==> src/rtl/vga_write_arbiter_if.sv <==
// Bus bundle between two write requesters, the arbiter and the VGA write port.
// The slave modport is the arbiter's view; master is the surrounding environment.
interface vga_write_arbiter_if;
    logic        m0_req;
    logic [31:0] m0_addr;
    logic [31:0] m0_data;
    logic        m0_ack;
    logic        m0_err;

    logic        m1_req;
    logic [31:0] m1_addr;
    logic [31:0] m1_data;
    logic        m1_ack;
    logic        m1_err;

    logic [31:0] vga_addr;
    logic [31:0] vga_data;
    logic        vga_wr;
    logic        vga_done;

    logic        busy;
    logic        owner;

    modport slave (
        input  m0_req, m0_addr, m0_data,
        input  m1_req, m1_addr, m1_data,
        input  vga_done,
        output m0_ack, m0_err, m1_ack, m1_err,
        output vga_addr, vga_data, vga_wr,
        output busy, owner
    );

    modport master (
        output m0_req, m0_addr, m0_data,
        output m1_req, m1_addr, m1_data,
        output vga_done,
        input  m0_ack, m0_err, m1_ack, m1_err,
        input  vga_addr, vga_data, vga_wr,
        input  busy, owner
    );
endinterface

==> src/rtl/vga_write_arbiter.sv <==
// Round-robin arbiter forwarding single writes from two requesters to one VGA
// write port, with address window check and a bounded wait for completion.
module vga_write_arbiter #(
    parameter logic [31:0] BASE    = 32'h0010_0000,
    parameter logic [31:0] LIMIT   = 32'h0020_0000,
    parameter logic [7:0]  TIMEOUT = 8'd255
) (
    input  logic               clk,
    input  logic               rst,
    vga_write_arbiter_if.slave bus
);

    typedef enum logic [1:0] {S_IDLE, S_WAIT, S_RESP} state_t;

    state_t      state, state_nxt;

    logic        owner_q, owner_nxt;
    logic [31:0] addr_q, addr_nxt;
    logic [31:0] data_q, data_nxt;
    logic [7:0]  cnt_q, cnt_nxt;
    logic        err_q, err_nxt;

    logic        wr_q, busy_q;
    logic        ack0_q, ack1_q, err0_q, err1_q;

    logic        req_any;
    logic        grant_idx;
    logic [31:0] sel_addr;
    logic [31:0] sel_data;
    logic        in_range;
    logic        timeout_hit;

    // With both requesting, the one not granted last wins; owner holds the last grant.
    always_comb begin
        req_any     = bus.m0_req | bus.m1_req;
        grant_idx   = (bus.m0_req & bus.m1_req) ? ~owner_q : bus.m1_req;
        sel_addr    = grant_idx ? bus.m1_addr : bus.m0_addr;
        sel_data    = grant_idx ? bus.m1_data : bus.m0_data;
        in_range    = (sel_addr >= BASE) && (sel_addr < LIMIT);
        timeout_hit = ({1'b0, cnt_q} + 9'd1) >= {1'b0, TIMEOUT};
    end

    always_ff @(posedge clk) begin
        if (rst) state <= S_IDLE;
        else     state <= state_nxt;
    end

    // NOTE: every variable assigned in a combinational block gets a default
    // first, so no path leaves it unassigned and no latch is inferred.
    always_comb begin
        state_nxt = state;
        case (state)
            S_IDLE:  if (req_any) state_nxt = in_range ? S_WAIT : S_RESP;
            S_WAIT:  if (bus.vga_done || timeout_hit) state_nxt = S_RESP;
            S_RESP:  state_nxt = S_IDLE;
            default: state_nxt = S_IDLE;
        endcase
    end

    // Done wins over a coincident timeout, so it is tested first.
    always_comb begin
        owner_nxt = owner_q;
        addr_nxt  = addr_q;
        data_nxt  = data_q;
        cnt_nxt   = cnt_q;
        err_nxt   = err_q;
        case (state)
            S_IDLE: begin
                if (req_any) begin
                    owner_nxt = grant_idx;
                    addr_nxt  = sel_addr;
                    data_nxt  = sel_data;
                    cnt_nxt   = 8'd0;
                    err_nxt   = ~in_range;
                end
            end
            S_WAIT: begin
                cnt_nxt = cnt_q + 8'd1;
                if (bus.vga_done)     err_nxt = 1'b0;
                else if (timeout_hit) err_nxt = 1'b1;
            end
            default: ;
        endcase
    end

    // Outputs are registered from the next state so they line up with it.
    always_ff @(posedge clk) begin
        if (rst) begin
            owner_q <= 1'b1;
            addr_q  <= 32'd0;
            data_q  <= 32'd0;
            cnt_q   <= 8'd0;
            err_q   <= 1'b0;
            wr_q    <= 1'b0;
            busy_q  <= 1'b0;
            ack0_q  <= 1'b0;
            ack1_q  <= 1'b0;
            err0_q  <= 1'b0;
            err1_q  <= 1'b0;
        end else begin
            owner_q <= owner_nxt;
            addr_q  <= addr_nxt;
            data_q  <= data_nxt;
            cnt_q   <= cnt_nxt;
            err_q   <= err_nxt;
            wr_q    <= (state_nxt == S_WAIT);
            busy_q  <= (state_nxt != S_IDLE);
            ack0_q  <= (state_nxt == S_RESP) && !owner_nxt;
            ack1_q  <= (state_nxt == S_RESP) &&  owner_nxt;
            err0_q  <= (state_nxt == S_RESP) && !owner_nxt && err_nxt;
            err1_q  <= (state_nxt == S_RESP) &&  owner_nxt && err_nxt;
        end
    end

    assign bus.vga_addr = addr_q;
    assign bus.vga_data = data_q;
    assign bus.vga_wr   = wr_q;
    assign bus.busy     = busy_q;
    assign bus.owner    = owner_q;
    assign bus.m0_ack   = ack0_q;
    assign bus.m0_err   = err0_q;
    assign bus.m1_ack   = ack1_q;
    assign bus.m1_err   = err1_q;

endmodule

==> src/flat_wrapper.sv <==
// flat-port wrapper written by rule: the top's interface ports become plain ports
module vga_write_arbiter_flat 
#(
    parameter logic [31:0] BASE    = 32'h0010_0000,
    parameter logic [31:0] LIMIT   = 32'h0020_0000,
    parameter logic [7:0]  TIMEOUT = 8'd255
)
  (clk, rst, bus_m0_req, bus_m0_addr, bus_m0_data, bus_m1_req, bus_m1_addr, bus_m1_data, bus_vga_done, bus_m0_ack, bus_m0_err, bus_m1_ack, bus_m1_err, bus_vga_addr, bus_vga_data, bus_vga_wr, bus_busy, bus_owner);
  vga_write_arbiter_if bus_i ();
  input  logic clk;
  input  logic rst;
  input wire logic [$bits(bus_i.m0_req)-1:0] bus_m0_req;
  input wire logic [$bits(bus_i.m0_addr)-1:0] bus_m0_addr;
  input wire logic [$bits(bus_i.m0_data)-1:0] bus_m0_data;
  input wire logic [$bits(bus_i.m1_req)-1:0] bus_m1_req;
  input wire logic [$bits(bus_i.m1_addr)-1:0] bus_m1_addr;
  input wire logic [$bits(bus_i.m1_data)-1:0] bus_m1_data;
  input wire logic [$bits(bus_i.vga_done)-1:0] bus_vga_done;
  output wire logic [$bits(bus_i.m0_ack)-1:0] bus_m0_ack;
  output wire logic [$bits(bus_i.m0_err)-1:0] bus_m0_err;
  output wire logic [$bits(bus_i.m1_ack)-1:0] bus_m1_ack;
  output wire logic [$bits(bus_i.m1_err)-1:0] bus_m1_err;
  output wire logic [$bits(bus_i.vga_addr)-1:0] bus_vga_addr;
  output wire logic [$bits(bus_i.vga_data)-1:0] bus_vga_data;
  output wire logic [$bits(bus_i.vga_wr)-1:0] bus_vga_wr;
  output wire logic [$bits(bus_i.busy)-1:0] bus_busy;
  output wire logic [$bits(bus_i.owner)-1:0] bus_owner;
  assign bus_i.m0_req = bus_m0_req;
  assign bus_i.m0_addr = bus_m0_addr;
  assign bus_i.m0_data = bus_m0_data;
  assign bus_i.m1_req = bus_m1_req;
  assign bus_i.m1_addr = bus_m1_addr;
  assign bus_i.m1_data = bus_m1_data;
  assign bus_i.vga_done = bus_vga_done;
  assign bus_m0_ack = bus_i.m0_ack;
  assign bus_m0_err = bus_i.m0_err;
  assign bus_m1_ack = bus_i.m1_ack;
  assign bus_m1_err = bus_i.m1_err;
  assign bus_vga_addr = bus_i.vga_addr;
  assign bus_vga_data = bus_i.vga_data;
  assign bus_vga_wr = bus_i.vga_wr;
  assign bus_busy = bus_i.busy;
  assign bus_owner = bus_i.owner;
  vga_write_arbiter #(.BASE(BASE), .LIMIT(LIMIT), .TIMEOUT(TIMEOUT)) u_core (.clk(clk), .rst(rst), .bus(bus_i));
endmodule
==> config.mk <==
export PLATFORM = sky130hd
export DESIGN_NAME = vga_write_arbiter_flat
export DESIGN_NICKNAME = d
export VERILOG_FILES = /design/src/rtl/vga_write_arbiter_if.sv /design/src/rtl/vga_write_arbiter.sv /design/src/flat_wrapper.sv
export SDC_FILE = /design/constraint.sdc
export NUM_CORES = 1
export LEC_CHECK = 0
export ABC_AREA = 0
export BUFFER_PORTS_ARGS = -buffer_cell sky130_fd_sc_hd__buf_2
export CAP_MARGIN = 20
export CORE_MARGIN = 5
export CORE_UTILIZATION = 40
export CTS_CLUSTER_DIAMETER = 30
export CTS_CLUSTER_SIZE = 10
export DETAILED_ROUTE_END_ITERATION = 12
export GPL_TIMING_DRIVEN = 0
export PLACE_DENSITY = 0.69
export SETUP_SLACK_MARGIN = 0.5
export SLEW_MARGIN = 20
export SYNTH_ARGS = -nofsm -noshare
export SYNTH_HDL_FRONTEND = slang
export SYNTH_SLANG_ARGS = --single-unit
==> constraint.sdc <==
create_clock -name clk -period 3.5 [get_ports clk]
set_input_delay 0 -clock clk [delete_from_list [all_inputs] [get_ports clk]]
set_output_delay 0 -clock clk [all_outputs]
set_load 0.05 [all_outputs]
==> Word level (Yosys, flattened, before mapping) <==
Cells that the tools add are included.
{ "classes": {"add_sub_neg": 2, "order_cmp": 3, "n_eq_ne": 4, "n_mux": 15, "bitwise_logic": 4, "n_reduce_logical": 12} }
{ "ops": {"columns": ["cell", "count"], "rows": [
  ["$mux W32", 2],
  ["$ge A32 B21 Y1 const B", 1],
  ["$lt A32 B22 Y1 const B", 1],
  ["$pmux W8 S2", 1],
  ["$add A8 B1 Y9 const B", 1],
  ["$ge A9 B8 Y1 const B", 1],
  ["$add A8 B1 Y8 const B", 1],
  ["$mux W8", 1],
  ["$mux W1", 6],
  ["$mux W2", 3],
  ["$logic_and A1 B1 Y1", 5],
  ["$eq A2 B1 Y1 const B", 2],
  ["$pmux W2 S2", 1],
  ["$reduce_and A2 Y1", 2],
  ["$reduce_bool A2 Y1", 2],
  ["$eq A2 B2 Y1 const B", 1],
  ["$logic_not A2 Y1", 1],
  ["$ne A2 B1 Y1 const B", 1],
  ["$not A1 Y1", 2],
  ["$pmux W1 S2", 1],
  ["$and A1 B1 Y1", 1],
  ["$logic_not A1 Y1", 1],
  ["$logic_or A1 B1 Y1", 1],
  ["$or A1 B1 Y1", 1]
]} }
{ "totals": {"regBits": 82, "input_bits": 133, "out_inout_bits": 71, "wordCells": 52} }

==> Logic depth before layout (Yosys ltp) <==
{ "logic_depth": {"word_depth": 11, "depth_mapped": 8, "mapped_depth_nobuf": 7} }

==> Worst setup path after synthesis <==
No wires, ideal clock.
{ "synth_path": {"path_type": "register -> register", "start": "register u_core.owner_q, in the netlist u_core.bus.owner", "end": "register u_core.addr_q[12], in the netlist u_core.bus.vga_addr[12]", "setup_time_ns": 0.081, "t_arrival_ns": 1.454, "required_time_ns": 3.419, "slack_ns": 1.965, "stages_incl_launch_ff": 6, "synth_period_minus_slack_ns": 1.535, "path_cell_list": "dfxtp_1 > a21boi_4 > buf_12 > buf_8 > mux2i_1 > a211oi_2"} }
{ "synth_via": {"elab_chain_cells": 3} }
{ "synth_lines": {"columns": ["element", "line_no", "source"], "rows": [
  ["start: declaration", "vga_write_arbiter.sv:17", "logic owner_q, owner_nxt;"],
  ["start signal: assignment", "vga_write_arbiter.sv:101", "owner_q <= owner_nxt;"],
  ["$not A1 Y1", "vga_write_arbiter.sv:36", "grant_idx = (bus.m0_req & bus.m1_req) ? ~owner_q : bus.m1_req;"],
  ["$mux W1", "vga_write_arbiter.sv:36", null],
  ["$mux W32", "vga_write_arbiter.sv:37", "sel_addr = grant_idx ? bus.m1_addr : bus.m0_addr;"],
  ["end signal: assignment", "vga_write_arbiter.sv:102", "addr_q <= addr_nxt;"],
  ["end: declaration", "vga_write_arbiter.sv:18", "logic [31:0] addr_q, addr_nxt;"]
]} }
No other way between the ends.
A chain may end at the register's enable or synchronous reset.

==> Worst setup path in the final report <==
{ "layout_path": {"start": "register u_core.cnt_q[0]", "end": "register u_core.wr_q, in the netlist u_core.bus.vga_wr"} }
{ "layout_via": {"elab_chain_cells": 6} }
{ "layout_lines": {"columns": ["element", "line_no", "source"], "rows": [
  ["start: declaration", "vga_write_arbiter.sv:20", "logic [7:0] cnt_q, cnt_nxt;"],
  ["start signal: assignment", "vga_write_arbiter.sv:104", "cnt_q <= cnt_nxt;"],
  ["$add A8 B1 Y9", "vga_write_arbiter.sv:40", "timeout_hit = ({1'b0, cnt_q} + 9'd1) >= {1'b0, TIMEOUT};"],
  ["$ge A9 B8 Y1", "vga_write_arbiter.sv:40", null],
  ["$logic_or A1 B1 Y1", "vga_write_arbiter.sv:54", "S_WAIT: if (bus.vga_done || timeout_hit) state_nxt = S_RESP;"],
  ["$mux W2", "vga_write_arbiter.sv:54", null],
  ["$pmux W2 S2", "vga_write_arbiter.sv:52", "case (state)"],
  ["$eq A2 B1 Y1", "vga_write_arbiter.sv:106", "wr_q <= (state_nxt == S_WAIT);"],
  ["end signal: assignment", "vga_write_arbiter.sv:106", null],
  ["end: declaration", "vga_write_arbiter.sv:23", "logic wr_q, busy_q;"]
]} }
No other way between the ends.

==> impl_metrics.ini <==
[cells_and_area]
mostFrequentLayoutCells = buf_2, nor2_1, dfxtp_1
layout_commonest_cell = buf_2
nFillCells = 937
fin_nets = 738
area_growth_pct = 34.32
n_antenna_cell = 0
drive_gt1_frac = 0.5124

[power]
swShare = 0.3578
share_seq_of_total_power = 0.399
switching_power_mw = 0.9349
vdd_drop_max_mv = 0.2090
p_leak_nw = 2.482
power_density_mw_per_mm2 = 473.4
intPower_mw = 1.678
pwr-share-comb = 0.319
p_clk_frac = 0.282

[logic_synthesis]
ys_ff_latch = 81
synth_area_leader_cell = dfxtp_1
synth_area_sq_mm = 0.004109
syn_area_per_cell_sq_um = 10.59
synthCells = 388
synth_edf_count = 0
synthFlopType = dfxtp_1
synthDistinctLibCells = 45
yosysWarnings = 0
synth_top_area_frac = 0.3946
ys_seq_area_frac = 0.3946
synth_area_leaders = dfxtp_1, a211oi_2, mux2i_1, nor2_1, buf_12
synth-async-reset-ratio = 0
syn-num-nets = 523

[routing]
post_drt_wl_per_cell_microns = 15.78
route.detailed.drc = 0
dr.pass1.iters = 4
vias = 3740
drt_iter0_drc = 125
finalWirelength_microns = 11730
antenna_left = 0
vias_per_cell = 5.034

[worst_setup_path]
crit_cells = 7
worstSetupPathType = flop to flop
worst-path-buf-inv = 1
critical_path_arrival_ns = 2.04
crit_fanout = 7
critPathTopFamily = compound AO/OA/AOI/OAI gates
crit_path_start_kind = flop
critPathSlowestCell = dfxtp_1
ff2ff_path_depth = 7
worstPathCellList = inv_1 -> ha_1 -> nor2_1 -> o221ai_2 -> o21ai_1 -> a211o_1 -> a211oi_1
critPathCaptureType = flop
critical-path-max-stage-delay_ns = 0.45
critPathRequiredTime_ns = 3.74
r2r_slack_ns = 1.70

[clocking]
cts.sinks = 81
clk_path_buf_depth = 2
holdBufCountCts = 2
root_buffer = clkbuf_8
ctsHtreeMaxLevel = 3
cts_resized = 0
post_cts_buffers = 0
clkTransAtPathRegs_ns = 0.08
insertion_delay_ns = 0.35
cts_buffers = 9
cts_tree = built

[timing]
finalCritPeriodShare = 0.5150
period_minus_slack_ns = 1.803
finalHoldViolations = 0
setup_total_negative_slack_ns = 0
max_freq_mhz = 554.8
worst_pin_slew_ns = 0.7571
slew_viol_final = 0
slew_headroom = 0.4952
finalClockSkew_ns = 0.01020
rsz0062_at_grt = false
setup_viol_count_final = 0
finalWorstSetupSlack_ns = 1.697

[global_routing]
grt_usage = 0.1809
antenna_found_initial = 0
grt_pass1_wl_microns = 18640
grt_remaining_overflow = 0
grt_max_degree = 14
first_global_vias = 3777

[outcome]
status = finished clean

[hold_path]
hold_class = primary input to flop
hold_path_depth = 3

[floorplanning]
fp.dieW_microns = 111.4
core-area_sq_mm = 0.01018
io_pins = 204
die_h_microns = 111.4
start_util = 0.4034
rows = 37
dieArea_sq_mm = 0.01240

[placement]
place_congestion = 0.8198
io_buffer_count = 202
detailed_place_hpwl_microns = 9367
dp_slack_ns = 1.715

[job]
drv_cap = 0
==> layer usage <==
layer / share of wire / global-route usage / vias to the layer above
met5: 0 / 0 / -
met4: 0.023 / 0.06894 / 0
met3: 0.052 / 0.03913 / 24
met2: 0.52 / 0.3185 / 118
met1: 0.40 / 0.2155 / 1750
li1: - / - / 1848
==> state kept, by name, indices dropped and copies added (netlist names) <==
register             cells
u_core.bus.owner         1
u_core.bus.m0_ack        1
u_core.bus.vga_wr        1
u_core.bus.busy          1
u_core.bus.m1_err        1
u_core.cnt_q             8
u_core.bus.vga_addr     32
u_core.state             2
u_core.bus.m0_err        1
u_core.bus.m1_ack        1
u_core.bus.vga_data     32
==> cell families (layout without fill, tap and decap cells) <==
family                   count (synthesis)  after routing  share of synthesized area
buffers and inverters                   35            254                    0.07521
multiplexers                            64             64                     0.1559
adder cells (fa/ha/maj)                  2              2                   0.006089
AO/OA/AOI/OAI                           92             92                     0.2421
flip-flops                              81             81                     0.3946
AND/OR/NAND/NOR                        114            114                     0.1261
==> worst reg2reg max path: stages (launching register included) <==
cell and delay [ns]:
dfxtp_1 0.45, inv_1 0.08, ha_1 0.29, nor2_1 0.05, o221ai_2 0.15, o21ai_1 0.12
a211o_1 0.29, a211oi_1 0.27
==> power groups by stage <==
stage / clock network, mW / registers [mW] / logic, mW
floorplan: 0 / 1.35 / 0.324
global placement: 0 / 1.06 / 0.826
detailed placement: 0 / 1.06 / 0.839
CTS: 0.756 / 1.04 / 0.842
global route: 0.803 / 1.05 / 0.882
finish: 0.736 / 1.04 / 0.833
==> Yosys cell counts (3+ instances only) <==
library cell and number:
nor2_1 83, dfxtp_1 81, mux2i_1 64, a211oi_2 60
buf_4 8, a211oi_1 7, buf_2 7, clkbuf_1 7
buf_12 6, a21oi_1 4, a311oi_1 4, buf_6 4
nor3_1 4, nor4_1 4, o21ai_0 4, nand2_1 3
nand2b_1 3, nand3_1 3, nand4_1 3
==> path summary, 6_finish.rpt <==
| kind | start | end |
|---|---|---|
| setup reg to reg | u_core.cnt_q[0] | u_core.bus.vga_wr |
| hold / removal | bus_m0_addr[7] | u_core.bus.vga_addr[7] |
| setup / recovery | u_core.cnt_q[0] | u_core.bus.vga_wr |
| hold reg to reg | u_core.cnt_q[7] | u_core.cnt_q[7] |
==> layout make-up <==
type,count,area (sq um),share of cell area
multi-input cells,272,2178,0.3947
flip-flops and latches,81,1622,0.2938
repair buffers,204,1031,0.1868
plain buffers,34,305.3,0.05532
well taps,136,170.2,0.03083
clock buffers,10,127.6,0.02312
clock inverters,5,81.33,0.01474
inverters,1,3.754,0.0006801
==> per-stage QoR <==
stage	std cells	power, mW	instance area [sq um]	hold slack (ns)	util
after floorplan	388	1.671	4109	0.1990	-
after global placement	726	1.887	5290	0.3569	0.5194
after detailed placement	726	1.904	5290	0.3620	0.5194
after CTS	743	2.642	5519	0.001769	0.5419
after global routing	743	2.739	5519	0.008933	0.5419
final	743	2.613	5519	0.01721	0.5419
Power figures use the tool's default switching activity.
